[config.mk]
export PLATFORM = sky130hd
export DESIGN_NAME = ysyx_23060171_ifu
export DESIGN_NICKNAME = d
export VERILOG_FILES = /design/src/rtl/ysyx_23060171_ifu.sv
export SDC_FILE = /design/constraint.sdc
export NUM_CORES = 1
export LEC_CHECK = 0
export BUFFER_PORTS_ARGS = -buffer_cell sky130_fd_sc_hd__clkbuf_2
export CAP_MARGIN = 20
export CORE_MARGIN = 2
export CORE_UTILIZATION = 42
export CTS_BUF_LIST = sky130_fd_sc_hd__clkbuf_16
export CTS_CLUSTER_SIZE = 40
export DETAILED_ROUTE_END_ITERATION = 7
export GPL_TIMING_DRIVEN = 0
export HOLD_SLACK_MARGIN = 0.02
export PLACE_DENSITY = 0.77
export SLEW_MARGIN = 25
export SYNTH_ARGS = -nofsm -noshare
export SYNTH_HDL_FRONTEND = slang
export SYNTH_SLANG_ARGS = --single-unit
[constraint.sdc]
create_clock -name clk -period 1.6 [get_ports clk]
set_input_delay 0.08 -clock clk [delete_from_list [all_inputs] [get_ports clk]]
set_output_delay 0.08 -clock clk [all_outputs]
set_load 0.01 [all_outputs]
[src/rtl/ysyx_23060171_ifu.sv]
// ---------------------------------------------------------------------------
// ysyx_23060171_ifu -- multi-cycle instruction fetch unit
//
// Holds the architectural PC. Each instruction is fetched with one read on a
// valid/ready address/data bus. The fetched word goes to the consumer through
// a valid/ready handshake. On acceptance, the consumer-supplied next_pc
// becomes the new PC.
//
// Ports
//   clk, rst                 clock; asynchronous active-low reset
//   araddr/arvalid/arready   read-address channel (word-aligned address)
//   rdata/rresp/rvalid/rready read-data channel (rresp != 0 means bus error)
//   inst/inst_pc/inst_valid/inst_ready  fetched instruction to the consumer
//   next_pc                  PC to fetch next, sampled on the inst handshake
//   fetch_err                00 none, 01 bus error, 10 misaligned, 11 timeout
//   perf_fetch/perf_stall    performance counters (optional)
//
// Optional feature: define YSYX_23060171_IFU_PERF_EN to build the performance
// counters. Without it, perf_fetch and perf_stall are tied to zero.
// ---------------------------------------------------------------------------
module ysyx_23060171_ifu #(
    parameter logic [31:0] RESET_PC = 32'h8000_0000,
    parameter int unsigned TIMEOUT  = 255
) (
    input  logic        clk,
    input  logic        rst,
    output logic [31:0] araddr,
    output logic        arvalid,
    input  logic        arready,
    input  logic [31:0] rdata,
    input  logic [1:0]  rresp,
    input  logic        rvalid,
    output logic        rready,
    output logic [31:0] inst,
    output logic [31:0] inst_pc,
    output logic        inst_valid,
    input  logic        inst_ready,
    input  logic [31:0] next_pc,
    output logic [1:0]  fetch_err,
    output logic [31:0] perf_fetch,
    output logic [31:0] perf_stall
);

    localparam int unsigned CNT_W = (TIMEOUT > 1) ? $clog2(TIMEOUT) : 1;
    // Terminal count value. It is only meaningful when the timeout is enabled.
    localparam logic [CNT_W-1:0] CNT_LAST = CNT_W'(TIMEOUT - 1);
    localparam bit TO_EN = (TIMEOUT != 0);

    localparam logic [1:0] ERR_NONE     = 2'b00;
    localparam logic [1:0] ERR_BUS      = 2'b01;
    localparam logic [1:0] ERR_MISALIGN = 2'b10;
    localparam logic [1:0] ERR_TIMEOUT  = 2'b11;

    typedef enum logic [1:0] {
        S_REQ  = 2'd0,
        S_WAIT = 2'd1,
        S_HOLD = 2'd2
    } state_e;

    state_e            state_q, state_d;
    logic [31:0]       pc_q, pc_d;
    logic [31:0]       inst_q, inst_d;
    logic [31:0]       inst_pc_q, inst_pc_d;
    logic [1:0]        err_q, err_d;
    logic [CNT_W-1:0]  cnt_q, cnt_d;

    always_ff @(posedge clk or negedge rst) begin
        if (!rst) begin
            state_q   <= S_REQ;
            pc_q      <= RESET_PC;
            inst_q    <= '0;
            inst_pc_q <= '0;
            err_q     <= ERR_NONE;
            cnt_q     <= '0;
        end else begin
            state_q   <= state_d;
            pc_q      <= pc_d;
            inst_q    <= inst_d;
            inst_pc_q <= inst_pc_d;
            err_q     <= err_d;
            cnt_q     <= cnt_d;
        end
    end

    always_comb begin
        state_d    = state_q;
        pc_d       = pc_q;
        inst_d     = inst_q;
        inst_pc_d  = inst_pc_q;
        err_d      = err_q;
        cnt_d      = cnt_q;
        arvalid    = 1'b0;
        rready     = 1'b0;
        inst_valid = 1'b0;
        araddr     = {pc_q[31:2], 2'b00};

        case (state_q)
            S_REQ: begin
                if (pc_q[1:0] != 2'b00) begin
                    // A misaligned PC never reaches the bus.
                    // Report it directly to the consumer.
                    state_d   = S_HOLD;
                    err_d     = ERR_MISALIGN;
                    inst_d    = '0;
                    inst_pc_d = pc_q;
                end else begin
                    arvalid = 1'b1;
                    if (arready) begin
                        state_d = S_WAIT;
                        cnt_d   = '0;
                    end
                end
            end
            S_WAIT: begin
                rready = 1'b1;
                // A response in the terminal cycle beats the timeout.
                if (rvalid) begin
                    state_d   = S_HOLD;
                    inst_pc_d = pc_q;
                    if (rresp == 2'b00) begin
                        err_d  = ERR_NONE;
                        inst_d = rdata;
                    end else begin
                        err_d  = ERR_BUS;
                        inst_d = '0;
                    end
                end else if (TO_EN && (cnt_q == CNT_LAST)) begin
                    state_d   = S_HOLD;
                    err_d     = ERR_TIMEOUT;
                    inst_d    = '0;
                    inst_pc_d = pc_q;
                end else begin
                    cnt_d = cnt_q + CNT_W'(1);
                end
            end
            S_HOLD: begin
                inst_valid = 1'b1;
                if (inst_ready) begin
                    pc_d    = next_pc;
                    state_d = S_REQ;
                end
            end
            default: state_d = S_REQ;
        endcase
    end

    assign inst      = inst_q;
    assign inst_pc   = inst_pc_q;
    assign fetch_err = err_q;

`ifdef YSYX_23060171_IFU_PERF_EN
    logic [31:0] perf_fetch_q, perf_fetch_d;
    logic [31:0] perf_stall_q, perf_stall_d;
    logic        inst_hs;

    // Error completions count as fetches too.
    assign inst_hs = (state_q == S_HOLD) && inst_ready;

    always_comb begin
        perf_fetch_d = perf_fetch_q;
        perf_stall_d = perf_stall_q;
        if (inst_hs) begin
            perf_fetch_d = perf_fetch_q + 32'd1;
        end
        if ((state_q == S_REQ) || (state_q == S_WAIT)) begin
            perf_stall_d = perf_stall_q + 32'd1;
        end
    end

    always_ff @(posedge clk or negedge rst) begin
        if (!rst) begin
            perf_fetch_q <= '0;
            perf_stall_q <= '0;
        end else begin
            perf_fetch_q <= perf_fetch_d;
            perf_stall_q <= perf_stall_d;
        end
    end

    assign perf_fetch = perf_fetch_q;
    assign perf_stall = perf_stall_q;
`else
    assign perf_fetch = '0;
    assign perf_stall = '0;
`endif

endmodule

== Word level (Yosys, flattened, before mapping) ==
Index checks and enable logic that the tools add are counted.
Word-level totals
  flip-flop bits (word level): 108
  output and inout port bits: 165
  input port bits: 71
Cells by class
  equal/unequal tests: 11
  add/sub/neg operators: 1
  muxes and demuxes: 29
  reduce and logical (&&, ||, !) cells: 8
Operators with widths (number)
  $mux 32: 7
  $pmux 32 s2: 2
  $mux 8: 4
  $mux 2: 8
  $pmux 8 s2: 1
  $ne 2x2->1 const B: 6
  $add 8x1->8 const B: 1
  $eq 8x8->1 const B: 1
  $ne 3x3->1 const B: 2
  $pmux 2 s3: 1
  $reduce_and 3->1: 2
  $mux 1: 5
  $reduce_and 5->1: 1
  $logic_not 2->1: 2
  $pmux 2 s2: 1
  $reduce_bool 2->1: 2
  $eq 2x1->1 const B: 1
  $eq 2x2->1 const B: 1
  $reduce_and 2->1: 1

== Logic depth before layout (Yosys ltp) ==
  depth after elaboration: 4
  depth in mapped cells: 8

== Worst setup path after synthesis ==
No wires, ideal clock.
  path type: reg-to-reg
  start: reg state_q[1]
  end: reg cnt_q[3]
  data required time: 1.476 ns
  stages on the path, launching flop included: 6
  data arrival time: 1.559 ns
  path buffers: 1
  setup slack: -0.083 ns
  setup time: 0.124 ns
  path through: dfrtp_1 nor4_2 nand2_1 and2_0 clkbuf_1 a211o_1
Between the ends
  longest elaborated chain between the ends: 3
  elaborated cells between the ends (all ways): 9
  those cells by class: 5 x eq/ne; 1 x mux; 3 x reduce/logical
Ends and longest elaborated chain
  start: declaration: RTL line 60  | state_e state_q, state_d;
  start signal: assignment: RTL line 76  | state_q <= state_d;
  $eq 2x1->1 / $logic_not 2->1 (equally long branches): RTL line 97  | case (state_q)
  $ne 2x2->1 (no source line) / $reduce_bool 2->1 (equally long branches)
  $reduce_and 5->1 (no source line)
  end signal: assignment: RTL line 81  | cnt_q <= cnt_d;
  end: declaration: RTL line 65  | logic [CNT_W-1:0] cnt_q, cnt_d;
Several ways; a longest one is shown, not always the timed one.
A chain may end at the register's enable or synchronous reset.

== Final worst setup path ==
  start: reg cnt_q[0]
  end: reg inst_pc_q[24], in the netlist inst_pc[24]
Between the ends
  longest elaborated chain between the ends: 3
Ends and longest elaborated chain
  $eq 8x8->1: RTL line 127  | end else if (TO_EN && (cnt_q == CNT_LAST)) begin
  $ne 3x3->1 (no source line)
  $reduce_and 3->1 (no source line)
  end signal: assignment: RTL line 79  | inst_pc_q <= inst_pc_d;
  end: declaration: RTL line 63  | logic [31:0] inst_pc_q, inst_pc_d;
Every way passes these cells.

==> flow_metrics.py <==
metrics = {
    "outcome": {
        "status": "complete, but fails checks",
        "violations": "negative setup slack",
    },
    "worst_setup_path": {
        "rrSetupSlack_ns": -0.10,
        "crit_family": "flip-flops",
        "slowest_delay_ns": 0.38,
        "endpoint": "inst_pc[24]",
        "cp.required_ns": 1.82,
        "critPathLaunchType": "flop",
        "cp.arrival_ns": 1.93,
        "rr_startpoint": "cnt_q[0]",
        "r2r_cells": 8,
        "crit_path_end_kind": "flop",
        "cp_cell_sequence": "inv_1 > ha_2 > nand3_4 > o21ai_4 > nand2_4 > clkbuf_16 > buf_16 > mux2_4",
        "crit_slowest_cell": "dfrtp_1",
        "crit_type": "reg2reg",
        "worstPathMaxFanout": 5,
        "path_depth": 8,
        "worstSetupStartpoint": "cnt_q[0]",
        "worstReg2RegEnd": "inst_pc[24]",
        "path_buf_inv": 3,
    },
    "layout": {
        "nets": 778,
        "mostFrequentLayoutCells": "clkbuf_2, buf_4, dfrtp_1, dlygate4sd3_1, conb_1",
        "synthToLayoutAreaGrowth_pct": 53.7,
        "drive_above_1_share_pct": 54.5,
        "final_cells": 853,
        "diodes": 0,
        "mostFrequentLayoutCell": "clkbuf_2",
        "utilization_pct": 66.1,
        "design_area_sq_um": 7540,
        "final.fill_count": 853,
    },
    "placement": {
        "portBuffers": 169,
        "gp_congestion": 0.792,
        "dpl.hpwl_mm": 8.22,
        "postPlaceCellArea_sq_um": 6240,
        "dp.cells": 755,
        "dpl_worst_slack_ns": -0.261,
    },
    "route": {
        "drt_iter0_markers": 148,
        "drt-wirelength-per-cell_um": 14.5,
        "drt-total-wl_mm": 12.3,
        "drtPass1Iterations": 4,
        "vias": 3808,
        "ant_nets": 0,
        "drcViolationCount": 0,
        "via_per_inst": 4.46,
    },
    "synthesis": {
        "yosys.area_share.simple_pct": 3.57,
        "synth_cell_types": 35,
        "yosys.area.top_type_share_pct": 54.6,
        "yosys.area_share.adder_pct": 0.510,
        "synth_top_family_by_area": "buffers and inverters",
        "synth_compound_area_share_pct": 8.51,
        "async_flop_share_pct": 100,
        "yosys-top-cells-area": "dfrtp_1, buf_4, mux2_2",
        "ys.flop_type": "dfrtp_1",
        "synth_cells": 377,
        "synth_xor_area_share_pct": 0,
        "syn_avg_cell_area_sq_um": 13.0,
        "yosysSeqAreaShare_pct": 55.1,
        "synth_edf_count": 0,
        "synth_mux_area_share_pct": 15.4,
        "yosysTopAreaCell": "dfrtp_1",
        "synthesis.area_sq_um": 4910,
        "postSynthRegisterBits": 108,
        "yosysWarnings": 0,
    },
    "timing": {
        "rsz0062_at_grt": "true",
        "fin_skew_ns": 0.00790,
        "setup_slack_ns": -0.105,
        "setup_tns_ns": -3.26,
        "setup_viol": 63,
        "final_hold_viol_count": 0,
        "drv_slew": 0,
        "finalCritPeriodShare_pct": 107,
        "fmax_ghz": 0.587,
        "period_needed_ns": 1.70,
    },
    "job": {
        "cap_viol_max_count": 0,
    },
    "power": {
        "p_leak_nw": 4.04,
        "irDropWorstVdd_mv": 1.13,
        "cellPowerDensity_nw_per_um2": 1670,
    },
    "grt": {
        "antenna_found_initial": 0,
        "grt_first_pass_wirelength_mm": 19.4,
        "grt.total_usage_pct": 19.1,
        "gr-total-overflow": 0,
        "grt_pass1_vias": 3951,
        "grt_max_degree": 58,
    },
    "cts": {
        "clock_latency_ns": 0.34,
        "clk_path_buf_depth": 2,
        "cts_buffers": 9,
        "cts_tree": "done",
        "cts.sinks": 108,
        "clk_pin_slew_ns": 0.07,
        "htree_levels": 3,
        "clock-root-buffer": "clkbuf_16",
    },
    "floorplan": {
        "dieWidth_um": 112,
        "die-area_sq_um": 12600,
        "fp-row-count": 39,
        "start_util_pct": 43.0,
        "core_sq_um": 11400,
        "io_pins": 236,
        "die_y_um": 112,
    },
    "worst_hold_path": {
        "hold_path.class": "in2reg",
    },
}
[routing by layer]
metal  part of all wire [%]  global-route usage, %
met1                     38                   22.0
met2                     54                   35.8
met3                    6.0                   4.10
met4                    1.7                   5.53
met5                      0                      0
[kinds of logic after synthesis]
group / after synthesis
buffers and inverters: 116
DFF: 108
muxes: 65
AOI/OAI and AO/OA: 53
and+or+nand+nor: 32
adders and majority gates: 2
other: 1
[how the worst min path moves through the flow]
stage,end,cells after the start,start
final,state_q[0],4,arready
after global routing,state_q[0],4,arready
after CTS,cnt_q[0],5,arready
after detailed placement,inst_pc[13],1,rst
after global placement,state_q[1],2,inst_ready
after floorplan,cnt_q[0],0,rst
[worst reg2reg max path, stage by stage, from the launching register on]
cell and delay [ns]:
dfrtp_1 0.38, inv_1 0.06, ha_2 0.18, nand3_4 0.08
o21ai_4 0.17, nand2_4 0.11, clkbuf_16 0.19, buf_16 0.13
mux2_4 0.28
[synthesized netlist by cell type (2+ instances only)]
| cell type | instances |
|---|---|
| nand2_1 | 9 |
| nor2_1 | 5 |
| buf_2 | 11 |
| buf_4 | 96 |
| o21ai_0 | 6 |
| nand3_1 | 5 |
| a21o_1 | 2 |
| inv_1 | 4 |
| mux2_2 | 57 |
| a211o_1 | 3 |
| ha_1 | 2 |
| mux2_4 | 7 |
| clkbuf_1 | 3 |
| or3_1 | 2 |
| a21oi_1 | 5 |
| dfrtp_1 | 107 |
| nor3_1 | 3 |
| buf_6 | 2 |
| a22o_1 | 32 |
[stage by stage]
step	power [mW]	hold slack [ns]
4_1_cts	12.2	0.179
5_1_grt	13.4	0.198
2_1_floorplan	7.55	-0.216
6_report	12.6	0.187
3_5_place_dp	9.23	0.0600
3_3_place_gp	9.04	0.290
[state kept, by name, summed over array words and instances, names as in the netlist]
| register | cells |
|---|---|
| pc_q | 32 |
| inst_pc | 32 |
| inst | 32 |
| fetch_err | 2 |
| state_q | 2 |
| cnt_q | 8 |
[power by group]
| part | internal [mW] | switching (mW) |
|---|---|---|
| logic | 3.54 | 2.40 |
| registers | 3.71 | 0.682 |
| clock network | 1.36 | 0.950 |
| total | 8.61 | 4.03 |
[cell type report]
class / count / area (sq um) / area share (%)
sequential: 108 / 2710 / 35.9
timing repair buffer: 254 / 1760 / 23.4
multi-input combinational: 218 / 1680 / 22.3
buffer: 110 / 887 / 11.8
clock buffer: 9 / 225 / 2.99
tap: 143 / 179 / 2.37
clock inverter: 7 / 87.6 / 1.16
inverter: 4 / 15.0 / 0.199
[what timing repair did]
action	in CTS	in global routing
endpoints found under the hold margin	116	0
gates cloned	1	3
buffers inserted	11	2
pin swaps	7	27
setup endpoints to repair	101	71
hold buffers	67	0
resized for setup	25	17
Note: power is estimated with default switching activity, not from simulation.
